## src/rtl/csr_trap_unit.sv

```systemverilog
// csr_trap_unit
// Commit-side CSR file and trap sequencer. It owns the machine/supervisor
// CSRs and the privilege mode. It commits CSR writes from the retiring
// instruction, enters traps, and executes mret. On a trap or mret it issues
// a one-cycle redirect/flush pulse to fetch.
//
// Ports:
//   clk, reset          core clock, asynchronous active-low reset
//   commit_*            retiring instruction (valid, pc, raw bits)
//   csr_we/waddr/wdata  committed CSR write (set/clear resolved upstream)
//   excep_en/cause/tval exception raised by the retiring instruction
//   mret                retiring instruction is mret
//   csr_raddr/rdata     combinational decode-side CSR read
//   priv_mode           current privilege mode
//   redirect_valid/pc   one-cycle flush pulse and its target
//   satp_out            current satp for translation
module csr_trap_unit #(
    parameter logic [63:0] HARTID        = 64'd0,
    parameter logic [1:0]  RESET_PC_MODE = 2'b11
) (
    input  logic        clk,
    input  logic        reset,
    input  logic        commit_valid,
    input  logic [63:0] commit_pc,
    input  logic [31:0] commit_instr,
    input  logic        csr_we,
    input  logic [11:0] csr_waddr,
    input  logic [63:0] csr_wdata,
    input  logic        excep_en,
    input  logic [63:0] excep_cause,
    input  logic [63:0] excep_tval,
    input  logic        mret,
    input  logic [11:0] csr_raddr,
    output logic [63:0] csr_rdata,
    output logic [1:0]  priv_mode,
    output logic        redirect_valid,
    output logic [63:0] redirect_pc,
    output logic [63:0] satp_out
);

    localparam logic [11:0] CSR_SSTATUS  = 12'h100;
    localparam logic [11:0] CSR_STVEC    = 12'h105;
    localparam logic [11:0] CSR_SSCRATCH = 12'h140;
    localparam logic [11:0] CSR_SEPC     = 12'h141;
    localparam logic [11:0] CSR_SCAUSE   = 12'h142;
    localparam logic [11:0] CSR_STVAL    = 12'h143;
    localparam logic [11:0] CSR_SATP     = 12'h180;
    localparam logic [11:0] CSR_MSTATUS  = 12'h300;
    localparam logic [11:0] CSR_MEDELEG  = 12'h302;
    localparam logic [11:0] CSR_MIDELEG  = 12'h303;
    localparam logic [11:0] CSR_MIE      = 12'h304;
    localparam logic [11:0] CSR_MTVEC    = 12'h305;
    localparam logic [11:0] CSR_MSCRATCH = 12'h340;
    localparam logic [11:0] CSR_MEPC     = 12'h341;
    localparam logic [11:0] CSR_MCAUSE   = 12'h342;
    localparam logic [11:0] CSR_MTVAL    = 12'h343;
    localparam logic [11:0] CSR_MIP      = 12'h344;
    localparam logic [11:0] CSR_MCYCLE   = 12'hb00;
    localparam logic [11:0] CSR_MHARTID  = 12'hf14;

    localparam logic [63:0] MSTATUS_WMASK = 64'h0000_0000_007e_79bb;
    localparam logic [63:0] SSTATUS_RMASK = 64'h8000_0003_0001_e000;
    // sstatus write mask is the read mask without sd (sd is derived, never stored)
    localparam logic [63:0] SSTATUS_WMASK = 64'h0000_0003_0001_e000;
    localparam logic [63:0] MIP_MASK      = 64'h0000_0000_0000_0333;
    localparam logic [1:0]  MODE_U        = 2'b00;
    localparam logic [1:0]  MODE_M        = 2'b11;

    // Architectural mstatus view: stored bit 63 is always 0, sd is derived from fs/xs.
    function automatic logic [63:0] mstatus_view(input logic [63:0] raw);
        logic sd;
        sd = (raw[14:13] == 2'b11) || (raw[16:15] == 2'b11);
        return {sd, raw[62:0]};
    endfunction

    logic [63:0] mstatus_q, mstatus_d;
    logic [63:0] mie_q, mie_d;
    logic [63:0] mtvec_q, mtvec_d;
    logic [63:0] mscratch_q, mscratch_d;
    logic [63:0] mepc_q, mepc_d;
    logic [63:0] mcause_q, mcause_d;
    logic [63:0] mtval_q, mtval_d;
    logic [63:0] mip_q, mip_d;
    logic [63:0] mcycle_q, mcycle_d;
    logic [63:0] stvec_q, stvec_d;
    logic [63:0] sscratch_q, sscratch_d;
    logic [63:0] sepc_q, sepc_d;
    logic [63:0] scause_q, scause_d;
    logic [63:0] stval_q, stval_d;
    logic [63:0] satp_q, satp_d;
    logic [1:0]  priv_q, priv_d;
    logic        redirect_valid_q, redirect_valid_d;
    logic [63:0] redirect_pc_q, redirect_pc_d;

    logic        accept_s;
    logic        priv_fault_s;
    logic        take_trap_s;
    logic        take_mret_s;
    logic        do_write_s;
    logic [63:0] trap_cause_s;
    logic [63:0] trap_tval_s;

    // The slot under a redirect is being flushed, so nothing is accepted then.
    assign accept_s     = commit_valid && !redirect_valid_q;
    assign priv_fault_s = csr_we && (csr_waddr[9:8] > priv_q);
    assign take_trap_s  = accept_s && (excep_en || priv_fault_s);
    assign take_mret_s  = accept_s && !take_trap_s && mret;
    assign do_write_s   = accept_s && !take_trap_s && !mret && csr_we;
    // An exception raised by the instruction itself outranks the privilege fault.
    assign trap_cause_s = excep_en ? excep_cause : 64'd2;
    assign trap_tval_s  = excep_en ? excep_tval : {32'd0, commit_instr};

    // Next-state logic: trap, then mret, then CSR write; mcycle counts otherwise.
    always_comb begin
        mstatus_d        = mstatus_q;
        mie_d            = mie_q;
        mtvec_d          = mtvec_q;
        mscratch_d       = mscratch_q;
        mepc_d           = mepc_q;
        mcause_d         = mcause_q;
        mtval_d          = mtval_q;
        mip_d            = mip_q;
        mcycle_d         = mcycle_q + 64'd1;
        stvec_d          = stvec_q;
        sscratch_d       = sscratch_q;
        sepc_d           = sepc_q;
        scause_d         = scause_q;
        stval_d          = stval_q;
        satp_d           = satp_q;
        priv_d           = priv_q;
        redirect_valid_d = 1'b0;
        redirect_pc_d    = redirect_pc_q;
        if (take_trap_s) begin
            mepc_d             = commit_pc;
            mcause_d           = trap_cause_s;
            mtval_d            = trap_tval_s;
            mstatus_d[7]       = mstatus_q[3];
            mstatus_d[3]       = 1'b0;
            mstatus_d[12:11]   = priv_q;
            priv_d             = MODE_M;
            redirect_valid_d   = 1'b1;
            redirect_pc_d      = {mtvec_q[63:2], 2'b00};
        end else if (take_mret_s) begin
            priv_d             = mstatus_q[12:11];
            mstatus_d[3]       = mstatus_q[7];
            mstatus_d[7]       = 1'b1;
            mstatus_d[12:11]   = MODE_U;
            redirect_valid_d   = 1'b1;
            redirect_pc_d      = mepc_q;
        end else if (do_write_s) begin
            case (csr_waddr)
                CSR_MSTATUS:  mstatus_d  = (mstatus_q & ~MSTATUS_WMASK) | (csr_wdata & MSTATUS_WMASK);
                CSR_SSTATUS:  mstatus_d  = (mstatus_q & ~SSTATUS_WMASK) | (csr_wdata & SSTATUS_WMASK);
                CSR_MTVEC:    mtvec_d    = csr_wdata & ~64'd2;
                CSR_MIP:      mip_d      = csr_wdata & MIP_MASK;
                CSR_MIE:      mie_d      = csr_wdata;
                CSR_MSCRATCH: mscratch_d = csr_wdata;
                CSR_MEPC:     mepc_d     = csr_wdata;
                CSR_MCAUSE:   mcause_d   = csr_wdata;
                CSR_MTVAL:    mtval_d    = csr_wdata;
                CSR_MCYCLE:   mcycle_d   = csr_wdata;
                CSR_STVEC:    stvec_d    = csr_wdata;
                CSR_SSCRATCH: sscratch_d = csr_wdata;
                CSR_SEPC:     sepc_d     = csr_wdata;
                CSR_SCAUSE:   scause_d   = csr_wdata;
                CSR_STVAL:    stval_d    = csr_wdata;
                CSR_SATP:     satp_d     = csr_wdata;
                default:      mscratch_d = mscratch_q;  // medeleg/mideleg and unimplemented: ignored
            endcase
        end else begin
            redirect_valid_d = 1'b0;
        end
    end

    // State registers.
    always_ff @(posedge clk or negedge reset) begin
        if (!reset) begin
            mstatus_q        <= 64'd0;
            mie_q            <= 64'd0;
            mtvec_q          <= 64'd0;
            mscratch_q       <= 64'd0;
            mepc_q           <= 64'd0;
            mcause_q         <= 64'd0;
            mtval_q          <= 64'd0;
            mip_q            <= 64'd0;
            mcycle_q         <= 64'd0;
            stvec_q          <= 64'd0;
            sscratch_q       <= 64'd0;
            sepc_q           <= 64'd0;
            scause_q         <= 64'd0;
            stval_q          <= 64'd0;
            satp_q           <= 64'd0;
            priv_q           <= RESET_PC_MODE;
            redirect_valid_q <= 1'b0;
            redirect_pc_q    <= 64'd0;
        end else begin
            mstatus_q        <= mstatus_d;
            mie_q            <= mie_d;
            mtvec_q          <= mtvec_d;
            mscratch_q       <= mscratch_d;
            mepc_q           <= mepc_d;
            mcause_q         <= mcause_d;
            mtval_q          <= mtval_d;
            mip_q            <= mip_d;
            mcycle_q         <= mcycle_d;
            stvec_q          <= stvec_d;
            sscratch_q       <= sscratch_d;
            sepc_q           <= sepc_d;
            scause_q         <= scause_d;
            stval_q          <= stval_d;
            satp_q           <= satp_d;
            priv_q           <= priv_d;
            redirect_valid_q <= redirect_valid_d;
            redirect_pc_q    <= redirect_pc_d;
        end
    end

    // Decode-side read mux; returns pre-commit values (no forwarding here).
    always_comb begin
        csr_rdata = 64'd0;
        case (csr_raddr)
            CSR_MSTATUS:  csr_rdata = mstatus_view(mstatus_q);
            CSR_SSTATUS:  csr_rdata = mstatus_view(mstatus_q) & SSTATUS_RMASK;
            CSR_MEDELEG:  csr_rdata = 64'd0;
            CSR_MIDELEG:  csr_rdata = 64'd0;
            CSR_MIE:      csr_rdata = mie_q;
            CSR_MTVEC:    csr_rdata = mtvec_q;
            CSR_MSCRATCH: csr_rdata = mscratch_q;
            CSR_MEPC:     csr_rdata = mepc_q;
            CSR_MCAUSE:   csr_rdata = mcause_q;
            CSR_MTVAL:    csr_rdata = mtval_q;
            CSR_MIP:      csr_rdata = mip_q & MIP_MASK;
            CSR_MCYCLE:   csr_rdata = mcycle_q;
            CSR_MHARTID:  csr_rdata = HARTID;
            CSR_STVEC:    csr_rdata = stvec_q;
            CSR_SSCRATCH: csr_rdata = sscratch_q;
            CSR_SEPC:     csr_rdata = sepc_q;
            CSR_SCAUSE:   csr_rdata = scause_q;
            CSR_STVAL:    csr_rdata = stval_q;
            CSR_SATP:     csr_rdata = satp_q;
            default:      csr_rdata = 64'd0;
        endcase
    end

    assign priv_mode      = priv_q;
    assign redirect_valid = redirect_valid_q;
    assign redirect_pc    = redirect_pc_q;
    assign satp_out       = satp_q;

endmodule

```

## config.mk

```make
export PLATFORM = sky130hd
export DESIGN_NAME = csr_trap_unit
export DESIGN_NICKNAME = d
export VERILOG_FILES = /design/src/rtl/csr_trap_unit.sv
export SDC_FILE = /design/constraint.sdc
export NUM_CORES = 2
export LEC_CHECK = 0
export CORE_MARGIN = 10
export CORE_UTILIZATION = 50
export DETAILED_ROUTE_END_ITERATION = 6
export MAX_ROUTING_LAYER = met4
export PLACE_DENSITY_LB_ADDON = 0.2
export SLEW_MARGIN = 10
export SYNTH_ARGS = -nofsm -noshare
export SYNTH_HDL_FRONTEND = slang
export SYNTH_SLANG_ARGS = --single-unit
```

## constraint.sdc

```tcl
create_clock -name clk -period 3.84 [get_ports clk]
set_clock_uncertainty 0.15 [all_clocks]
set_input_delay 0.384 -clock clk [delete_from_list [all_inputs] [get_ports clk]]
set_output_delay 0.384 -clock clk [all_outputs]
set_load 0.005 [all_outputs]
```

==> out/metrics.yaml <==
clock-sinks: 925
final_layout_size_suffix_gt1_share_pct: 31.30
critical_path.endpoint_type: "output pin"
worst_ir_drop_vdd_uv: 353.0
number_of_antenna_violations_at_the_first_check_in_global_routing: 13
place.gp.congestion: 1.006
num-fill-cells: 7115
floorplan.core_area_sq_um: 89870
routed_via_count: 36170
tightestPinTransition_ns: 0.9948
initialDrtViolationCount: 4068
floorplan.initialDensity_pct: 50.36
dpl.hpwl_um: 122200
wirelength_um: 174200
synth_edf_count: 0
worst_hold_slack_ns: 0.1144
timing.critical_path.slowest_cell_delay_ns: 0.59
synth_cells: 3726
chipHeight_um: 320.9
final_max_slew_viol_count: 0
final_critical_path_setup_slack_ns: -0.02103
dominantRegCellSynth: "sky130_fd_sc_hd__dfrtp_1"
synth_nets: 4047
track_usage_pct: 33.81
violations: "DRC, setup timing"
avgRoutedWirePerCell_um: 31.17
share_of_the_yosys_chip_area_belonging_to_registers_pct: 51.15
overflow: 0
power.density_cell_area_nw_per_um2: 419.1
yosys_warnings: 0
status: "complete, but fails checks"
criticalPathCategory: "primary input to output pin"
cts-root-buf: "sky130_fd_sc_hd__clkbuf_16"
finalCriticalPeriod_ns: 3.861
path_cells: "clkdlybuf4s50_1 > buf_6 > or4_1 > buf_4 > nor4_1 > buf_4 > a22o_1 > a221oi_1 > o2111ai_1 > clkdlybuf4s50_1"
finalInstanceArea_sq_um: 57510
fp.dieArea_sq_um: 103000
cts.clk_slew.worst_paths_ns: 0.06
crit_path_max_fanout: 7
layout-area-overhead-vs-synth_pct: 27.07
post_synth_instance_area_sq_um: 45260
io-pin-count: 513
fmax_ghz: 0.2590
synth_seq_cells: 925
timing.slew.headroom_pct: 33.68
start_kind: "primary input"
grt_setup_unrepaired: "yes"
clk-insertion-delay-late_ns: 0.67
drc_errors: 1
grt_start_max_net_pins: 91
num_rows: 110
io_buffers: 512
synth_async_sr_flop_share_pct: 100.0
power.static_leakage_nw: 26.05
critical-path-slowest-cell: "sky130_fd_sc_hd__clkdlybuf4s50_1"
grt_pass1_wl_um: 252200
dpl_cell_area_sq_um: 53800
worst-endpoint-required_ns: 3.31
arrival_ns: 3.33
cts_inserted_buffers: 98
cts_tree: "yes"
report.final.hold_viol_count: 0
chipWidth_um: 320.9
drt_first_pass_iters: 7
final_net_count: 4642
synth_cell_type_count: 75
htree_levels: 3
post_synth.cell_area_avg_sq_um: 12.15
maxCapViolations: 0
min_period_over_period_pct: 100.5
final_core_util_pct: 63.99
antenna_left: 0
via_count_of_the_first_global_routing_pass: 36470
ctsLongestPathBuffers: 3
setup_viol: 1
hold_path_class: "primary input to flop"
detail_route.vias_per_cell: 6.472
[through the flow]
step | setup slack [ns] | TNS (ns) | cells | total power, mW
3_3_place_gp | -0.4599 | -4.237 | 5390 | 13.97
2_1_floorplan | 0.8517 | 0 | 3726 | 12.33
4_1_cts | -0.0008795 | -0.0008795 | 5570 | 24.16
6_report | -0.02103 | -0.02103 | 5588 | 24.10
3_5_place_dp | -0.3266 | -3.605 | 5390 | 14.03
5_1_grt | -0.01545 | -0.07692 | 5588 | 24.84
[synthesized netlist by cell type (all sizes together) (4+ instances only)]
cell type  instances  share of area, %
a21oi             89              0.98
a221oi            42              0.81
a222oi            47               1.0
a22o             111               2.1
a22oi            102               1.7
a2bb2oi            4             0.077
a31oi             20              0.28
a32o               4             0.088
a32oi              5             0.097
and3              17              0.23
and4               6              0.12
buf              135               1.5
clkbuf           190               1.6
dfrtp            923                51
inv               10             0.083
mux2             840                21
mux2i            249               5.5
nand2            203               1.7
nand2b             4             0.055
nand3             69              0.76
nand3b             5             0.083
nand4             60              0.86
nand4b             6              0.12
nor2             137               1.1
nor2b             12              0.17
nor3              28              0.37
nor3b              5             0.083
nor4              31              0.60
nor4b              7              0.16
o2111ai           13              0.25
o21ai            152               1.7
o22a              11              0.21
o22ai              7             0.097
o2bb2ai           52               1.0
o31ai             10              0.17
or3               13              0.18
or4               17              0.29
xnor2             23              0.45
xor2              26              0.50
[placed cells by master (no fill, tap or decap), types with 15 or more instances in the layout]
cell                              instances
sky130_fd_sc_hd__nand4_1                 58
sky130_fd_sc_hd__o2bb2ai_1               51
sky130_fd_sc_hd__clkbuf_8                20
sky130_fd_sc_hd__mux2i_1                249
sky130_fd_sc_hd__a31oi_1                 20
sky130_fd_sc_hd__a222oi_1                47
sky130_fd_sc_hd__clkdlybuf4s50_1        495
sky130_fd_sc_hd__and3_1                  15
sky130_fd_sc_hd__a21oi_1                 88
sky130_fd_sc_hd__nor4_1                  19
sky130_fd_sc_hd__clkbuf_1                22
sky130_fd_sc_hd__a22o_1                 111
sky130_fd_sc_hd__nand2_1                201
sky130_fd_sc_hd__o21ai_0                147
sky130_fd_sc_hd__buf_4                  228
sky130_fd_sc_hd__mux2_2                 839
sky130_fd_sc_hd__xnor2_1                 23
sky130_fd_sc_hd__nor2_1                 128
sky130_fd_sc_hd__nor3_1                  17
sky130_fd_sc_hd__dfrtp_1                923
sky130_fd_sc_hd__a221oi_1                42
sky130_fd_sc_hd__or4_1                   15
sky130_fd_sc_hd__clkbuf_16              100
sky130_fd_sc_hd__a22oi_1                102
sky130_fd_sc_hd__xor2_1                  26
sky130_fd_sc_hd__buf_12                  68
sky130_fd_sc_hd__nand3_1                 66
[layout make-up]
class                      count  area [sq um]  area share (%)
antenna                       12         30.03         0.05221
clock buffer                 142          2860           4.973
clock inverter                37         595.6           1.036
inverter                      10         37.54         0.06527
multi-input combinational   2466         21030           36.56
sequential                   925         23150           40.25
tap                         1176          1471           2.558
timing repair buffer         820          8341           14.50
[routing by layer]
layer  share of wire [%]  up-vias  global-route usage, %
li1                    -    15180                      -
met1                  40    18640                  43.76
met2                  45     1946                  50.54
met3                  10      405                  8.690
met4                 4.4        0                  13.50
met5                   0        -                      -
[power breakdown]
part,internal [mW],switching (mW),total [mW]
Sequential,10.4,0.571,11.0
Clock,6.12,4.09,10.2
Combinational,1.42,1.46,2.88
Total,18.0,6.12,24.1
[path summary, 6_finish.rpt]
kind / startpoint / endpoint / slack [ns] / cells past startpoint
worst max-delay path: csr_raddr[6] / csr_rdata[5] / -0.02 / 10
worst min-delay path: commit_pc[50] / mepc_q[50] / 0.11 / 3
worst max register to register: priv_mode[1] / mscratch_q[19] / 0.68 / 9
worst min register to register: mstatus_q[33] / mstatus_q[33] / 0.35 / 1
max in group asynchronous: reset / redirect_pc[55] / 2.23 / 4
min in group asynchronous: reset / stvec_q[22] / 0.18 / 2
[cells by family after synthesis]
group	after synthesis	synth area share [%]
AO/OA/AOI/OAI	692	11.11
XOR/XNOR	49	0.9482
adder cells (fa/ha/maj)	3	0.08294
buffers and inverters	335	3.160
flip-flops	925	51.15
multiplexers	1089	26.41
AND/OR/NAND/NOR	633	7.146
[repair_timing]
item                                   CTS  global route
buffers inserted                         0             6
hold buffers                             1             0
setup endpoints to repair               39            52
endpoints found under the hold margin   52             0
resized for setup                       23            24
gates cloned                             0             0
pin swaps                                0             1
[critical path, delay by kind of cell]
kind	cells	cell delay, ns
buffers and inverters	5	1.67
and+or+nand+nor	2	0.87
AOI/OAI and AO/OA	3	0.40
No activity file was read; power rests on OpenSTA's default activity.
